===== config.mk =====
export PLATFORM = sky130hd
export DESIGN_NAME = conv_phase_center_loader_flat
export DESIGN_NICKNAME = d
export VERILOG_FILES = /design/src/rtl/conv_phase_center_loader_if.sv /design/src/rtl/conv_phase_center_loader.sv /design/src/flat_wrapper.sv
export SDC_FILE = /design/constraint.sdc
export NUM_CORES = 1
export LEC_CHECK = 0
export ABC_AREA = 1
export BUFFER_PORTS_ARGS = -buffer_cell sky130_fd_sc_hd__buf_2
export CAP_MARGIN = 40
export CORE_ASPECT_RATIO = 1.4
export CORE_MARGIN = 2
export CORE_UTILIZATION = 35
export DETAILED_ROUTE_END_ITERATION = 16
export GPL_TIMING_DRIVEN = 0
export PLACE_DENSITY = 0.61
export SYNTH_ARGS = -nofsm -noshare
export SYNTH_HDL_FRONTEND = slang
export SYNTH_SLANG_ARGS = --single-unit

===== constraint.sdc =====
create_clock -name user_clk -period 1.1 [get_ports user_clk]
set_input_delay 0.055 -clock user_clk [delete_from_list [all_inputs] [get_ports user_clk]]
set_output_delay 0.055 -clock user_clk [all_outputs]
set_load 0.01 [all_outputs]

===== src/rtl/conv_phase_center_loader_if.sv =====
// Bus between the software command registers / datapath and the phase-center loader.
// The master side drives commands and the write grant; the slave (loader) drives the RAM port and status.
interface conv_phase_center_loader_if #(
   parameter int CH_W = 8,
   parameter int DW   = 16
);
   logic [31:0]     cmd_in;
   logic [31:0]     data_in;
   logic            wr_ok;
   logic            ram_we;
   logic [CH_W-1:0] ram_addr;
   logic [DW-1:0]   ram_din;
   logic            busy;
   logic [15:0]     load_count;
   logic            err_overrun;

   modport master (
      output cmd_in, data_in, wr_ok,
      input  ram_we, ram_addr, ram_din, busy, load_count, err_overrun
   );

   modport slave (
      input  cmd_in, data_in, wr_ok,
      output ram_we, ram_addr, ram_din, busy, load_count, err_overrun
   );
endinterface


===== src/rtl/conv_phase_center_loader.sv =====
// Turns edges on the load_centers command register into single center-RAM writes or a full zero sweep.
// Define CENTER_CLEAR_EN to build the clear_all sweep; without it cmd_in[30] is ignored.
module conv_phase_center_loader #(
   parameter int NCH  = 256,
   parameter int CH_W = 8,
   parameter int DW   = 16
) (
   input logic                   user_clk,
   input logic                   user_rst,
   conv_phase_center_loader_if.slave bus
);

   typedef enum logic [1:0] {
      IDLE,
      WAIT_SLOT
`ifdef CENTER_CLEAR_EN
      , CLEAR
`endif
   } state_t;

   state_t          state_q, state_d;
   logic [1:0]      cmd_d_q;
   logic [CH_W-1:0] addr_q, addr_d;
   logic [DW-1:0]   din_q, din_d;
   logic [15:0]     count_q, count_d;
   logic            err_q, err_d;
   logic [CH_W-1:0] hold_addr_q;
   logic [DW-1:0]   hold_din_q;
   logic            go_edge, clear_edge, overrun;
   logic            ram_we;
   logic [CH_W-1:0] ram_addr;
   logic [DW-1:0]   ram_din;
   logic            unused_bits;

   assign go_edge = bus.cmd_in[31] & ~cmd_d_q[1];
`ifdef CENTER_CLEAR_EN
   logic [CH_W-1:0] sweep_q, sweep_d;
   assign clear_edge = bus.cmd_in[30] & ~cmd_d_q[0];
`else
   assign clear_edge = 1'b0;
`endif

   assign unused_bits = ^{bus.cmd_in, bus.data_in, cmd_d_q};

   // Edge history loads even during reset so a command held through reset produces no edge.
   always_ff @(posedge user_clk) begin
      cmd_d_q <= bus.cmd_in[31:30];
   end

   // NOTE: sequential state uses non-blocking assignments so every register samples pre-edge values.
   always_ff @(posedge user_clk) begin
      if (user_rst) begin
         state_q     <= IDLE;
         addr_q      <= '0;
         din_q       <= '0;
         count_q     <= '0;
         err_q       <= 1'b0;
         hold_addr_q <= '0;
         hold_din_q  <= '0;
`ifdef CENTER_CLEAR_EN
         sweep_q     <= '0;
`endif
      end else begin
         state_q     <= state_d;
         addr_q      <= addr_d;
         din_q       <= din_d;
         count_q     <= count_d;
         err_q       <= err_d;
         hold_addr_q <= ram_addr;
         hold_din_q  <= ram_din;
`ifdef CENTER_CLEAR_EN
         sweep_q     <= sweep_d;
`endif
      end
   end

   // NOTE: every always_comb output gets a default first so no path can infer a latch.
   always_comb begin
      state_d  = state_q;
      addr_d   = addr_q;
      din_d    = din_q;
      count_d  = count_q;
      overrun  = 1'b0;
      ram_we   = 1'b0;
      ram_addr = hold_addr_q;
      ram_din  = hold_din_q;
`ifdef CENTER_CLEAR_EN
      sweep_d  = sweep_q;
`endif
      case (state_q)
         IDLE: begin
`ifdef CENTER_CLEAR_EN
            if (clear_edge) begin
               sweep_d = '0;
               state_d = CLEAR;
               overrun = go_edge;
            end else
`endif
            if (go_edge) begin
               addr_d  = bus.cmd_in[CH_W-1:0];
               din_d   = bus.data_in[DW-1:0];
               state_d = WAIT_SLOT;
            end
         end
         WAIT_SLOT: begin
            ram_we   = bus.wr_ok;
            ram_addr = addr_q;
            ram_din  = din_q;
            overrun  = go_edge | clear_edge;
            if (bus.wr_ok) begin
               count_d = count_q + 16'd1;
               state_d = IDLE;
            end
         end
`ifdef CENTER_CLEAR_EN
         CLEAR: begin
            ram_we   = bus.wr_ok;
            ram_addr = sweep_q;
            ram_din  = '0;
            overrun  = go_edge | clear_edge;
            if (bus.wr_ok) begin
               if (sweep_q == CH_W'(NCH - 1)) state_d = IDLE;
               else                           sweep_d = sweep_q + 1'b1;
            end
         end
`endif
         default: state_d = IDLE;
      endcase
      // A dropped edge outranks a same-cycle err_clr.
      err_d = overrun ? 1'b1 : (bus.cmd_in[29] ? 1'b0 : err_q);
   end

   assign bus.ram_we      = ram_we;
   assign bus.ram_addr    = ram_addr;
   assign bus.ram_din     = ram_din;
   assign bus.busy        = (state_q != IDLE);
   assign bus.load_count  = count_q;
   assign bus.err_overrun = err_q;

endmodule


===== src/flat_wrapper.sv =====
// flat-port wrapper written by rule: the top's interface ports become plain ports
module conv_phase_center_loader_flat 
#(
   parameter int NCH  = 256,
   parameter int CH_W = 8,
   parameter int DW   = 16
)
  (user_clk, user_rst, bus_cmd_in, bus_data_in, bus_wr_ok, bus_ram_we, bus_ram_addr, bus_ram_din, bus_busy, bus_load_count, bus_err_overrun);
  conv_phase_center_loader_if #(.CH_W(CH_W), .DW(DW)) bus_i ();
  input logic user_clk;
  input logic user_rst;
  input wire logic [$bits(bus_i.cmd_in)-1:0] bus_cmd_in;
  input wire logic [$bits(bus_i.data_in)-1:0] bus_data_in;
  input wire logic [$bits(bus_i.wr_ok)-1:0] bus_wr_ok;
  output wire logic [$bits(bus_i.ram_we)-1:0] bus_ram_we;
  output wire logic [$bits(bus_i.ram_addr)-1:0] bus_ram_addr;
  output wire logic [$bits(bus_i.ram_din)-1:0] bus_ram_din;
  output wire logic [$bits(bus_i.busy)-1:0] bus_busy;
  output wire logic [$bits(bus_i.load_count)-1:0] bus_load_count;
  output wire logic [$bits(bus_i.err_overrun)-1:0] bus_err_overrun;
  assign bus_i.cmd_in = bus_cmd_in;
  assign bus_i.data_in = bus_data_in;
  assign bus_i.wr_ok = bus_wr_ok;
  assign bus_ram_we = bus_i.ram_we;
  assign bus_ram_addr = bus_i.ram_addr;
  assign bus_ram_din = bus_i.ram_din;
  assign bus_busy = bus_i.busy;
  assign bus_load_count = bus_i.load_count;
  assign bus_err_overrun = bus_i.err_overrun;
  conv_phase_center_loader #(.NCH(NCH), .CH_W(CH_W), .DW(DW)) u_core (.user_clk(user_clk), .user_rst(user_rst), .bus(bus_i));
endmodule

==> flow_summary.ini <==
[min_path]
timing.hold.worst_path_depth = 3
min-delay-path-class = input port to flop

[timing]
number_of_hold_violations_in_the_final_report = 0
worst_pin_slew_ns = 0.7129
finalCritPeriodShare_pct = 127.5
timing.final.crit_period_ns = 1.403
maxClockFrequency_ghz = 0.7128
final_critical_path_setup_slack_ns = -0.3030
worst_clock_skew_ns = 0.006766
rsz0062_at_grt = true
slew_violations = 0
maxSlewHeadroom_pct = 52.47
report.final.setup_viol = 69

[grt]
grt_antenna_before_repair = 0
grt_usage_pct = 20.00
grt_first_pass_wirelength_mm = 12.92
grt_overflow_total = 0
number_of_global_route_vias_before_repair = 2767
grt_max_degree = 13

[synthesis]
synthesis.instances = 360
synthesis.nets = 428
post_synth_instance_area_mm2 = 0.002673
synth_seq_cells = 67
postSynthAreaPerCell_um2 = 7.424
seq_area_frac_synth_pct = 50.19
ys_warn_count = 0
unique_cell_type_count_in_the_yosys_netlist = 24

[routing]
final_antenna_net_count = 0
routedWlPerCell_um = 15.02
drt_iter0_markers = 109
drc = 0
post_drt_via_cell_ratio = 4.789
wl_mm = 9.029
drt_first_pass_iters = 4
detailroute.via_count = 2878

[finish]
diodes = 0
post_route_cells_drive_above_1_share_pct = 49.01
nNetsFinal = 567
fin_util_pct = 66.79
area_growth_pct = 83.94
layoutNonFillerInstCount = 601
final_cell_area_mm2 = 0.004916
fill_cells = 568

[power_and_ir_drop]
clockPowerShare_pct = 40.4
seqPwrFrac_pct = 42.5
report.power.total_mw = 6.110
irDropWorstVdd_uv = 886.2
p_sw_mw = 1.565
share_comb_of_total_power_pct = 17.2
swShare_pct = 25.62
internal_power_mw = 4.544
power_leakage_nw = 2.238
power_density_mw_per_mm2 = 1243

[clock_network]
total_clock_buffers_created_by_cts = 9
cts_tree = yes
worst_skew_pair.late_latency_ns = 0.35
htree_levels = 3
clock-root-buffer = clkbuf_8
clkSinkCount = 67
clk_path_buf_depth = 2
clock_pin_slew_on_the_worst_setup_and_hold_paths_ns = 0.08

[die]
dieArea_mm2 = 0.008361
floorplan.die.height_um = 107.4
core_region_area_mm2 = 0.007361
ioPinCount = 110
num_rows = 37
die_width_um = 77.85
starting_density_of_the_core_pct = 36.31

[place]
placed_cell_area_mm2 = 0.003211
post-place-cells = 528
detailed_place_hpwl_mm = 4.760
port_buffers = 71
place_congestion = 0.7892

[worst_setup_path]
start_kind = flop
crit_path_end_kind = primary output
timing_worst_setup_path_type = flop to primary output
worstPathArrival_ns = 1.35
critical_path_peak_fanout = 5
worst_r2r_path_depth = 9
cp_data_required_time_ns = 1.04

[run]
cap_violations = 0

[run_status]
violated_checks = setup timing
outcome = complete, but fails checks
cell usage after synthesis:
cell type | number | area, um^2
nand2_4 | 1 | 11.26
nand3b_1 | 1 | 7.510
buf_6 | 1 | 11.26
xor2_1 | 1 | 8.760
nand2_1 | 97 | 364.1
nor2_1 | 24 | 90.09
clkbuf_1 | 8 | 30.03
nor2_4 | 3 | 33.78
inv_4 | 1 | 6.260
dfxtp_1 | 67 | 1341
nand4_1 | 2 | 12.51
inv_1 | 39 | 146.4
nand3_2 | 3 | 30.03
o21bai_1 | 1 | 7.510
ha_1 | 1 | 12.51
o21a_1 | 1 | 7.510
clkinv_2 | 1 | 5.000
nor3_1 | 1 | 5.000
nand3_1 | 8 | 40.04
a21oi_1 | 58 | 290.3
nor3_2 | 1 | 10.01
o21ai_0 | 32 | 160.2
nand2_2 | 1 | 6.260
buf_2 | 7 | 35.03
registers in the layout, summed over array words and instances (netlist names):
| register | cells |
|---|---|
| u_core.bus.err_overrun | 1 |
| u_core.hold_din_q | 16 |
| u_core.bus.load_count | 16 |
| u_core.state_q | 1 |
| u_core.hold_addr_q | 8 |
| u_core.cmd_d_q | 1 |
| u_core.din_q | 16 |
| u_core.addr_q | 8 |
per-stage QoR:
step                setup TNS, ns  setup slack, ns  hold slack (ns)
floorplan                 -0.6158         -0.02848          0.08272
global placement           -6.922          -0.2867           0.2108
detailed placement         -7.791          -0.3151           0.2139
CTS                        -12.35          -0.2879         0.005644
global route               -19.24          -0.3724          0.01202
finish                     -15.24          -0.3030          0.02299
placed cells by master, fill, tap and decap left out, types with 6 or more instances in the layout:
cell type	instances
dfxtp_1	60
buf_2	54
nand2_1	49
inv_1	38
a21oi_1	34
buf_6	33
nand2_2	28
dlygate4sd3_1	25
a21oi_2	23
nand2_4	20
nor2_1	20
o21ai_2	13
clkbuf_8	12
o21ai_1	10
buf_8	8
clkbuf_1	6
worst paths after layout:
kind                                            end                           start  slack [ns]
max                                  bus_ram_din[5]  u_core.state_q[0]$_SDFFE_PP0P_       -0.30
min             u_core.bus.err_overrun$_SDFFE_PP0P_                  bus_cmd_in[31]        0.02
max reg2reg  u_core.bus.load_count[15]$_SDFFE_PP0P_  u_core.state_q[0]$_SDFFE_PP0P_       -0.30
min reg2reg           u_core.addr_q[1]$_SDFFE_PP0P_   u_core.addr_q[1]$_SDFFE_PP0P_        0.45
layer usage:
layer | routed length [um] | track usage, %
met1 | 3431 | 21.81
met2 | 4856 | 36.51
met3 | 411 | 4.195
met4 | 329 | 9.311
met5 | 0 | 0
critical path: stages (launching register included):
cell and delay (ns):
dfxtp_2 0.34, buf_12 0.14, buf_8 0.13, buf_16 0.14
nand2_4 0.06, nand2_1 0.04, buf_2 0.13
cell families (layout without fill, tap and decap cells):
logic type,Yosys count,count (layout),synth area share [%]
AO/OA/AOI/OAI,92,92,17.42
XOR/XNOR,1,1,0.3278
flip-flops,67,67,50.19
buffers and inverters,57,201,8.755
adder cells (fa/ha/maj),1,1,0.4681
AND/OR/NAND/NOR,142,142,22.85
area by class of cell:
class | count | area [um^2] | area share (%)
clock inverters | 5 | 82.58 | 1.680
flip-flops and latches | 67 | 1355 | 27.56
multi-input cells | 236 | 1618 | 32.91
clock buffers | 11 | 162.7 | 3.309
plain buffers | 16 | 196.4 | 3.996
well taps | 97 | 121.4 | 2.469
inverters | 41 | 178.9 | 3.640
repair buffers | 128 | 1201 | 24.43
power groups by stage:
stage          Sequential [mW]  Combinational [mW]  Clock, mW
2_1_floorplan             2.61               0.271          0
3_3_place_gp              2.61               0.442          0
3_5_place_dp              2.62               0.448          0
4_1_cts                   2.57               0.871       2.48
5_1_grt                   2.60                1.11       2.60
6_report                  2.59                1.05       2.47
repair_timing:
action	CTS	global route
hold buffers	25	0
cloned	8	1
pin swaps	15	26
setup buffers	13	10
endpoints found under the setup margin	74	67
gates resized for setup	142	92
hold endpoints to repair	25	0
Note: power is estimated with default switching activity, not from simulation.
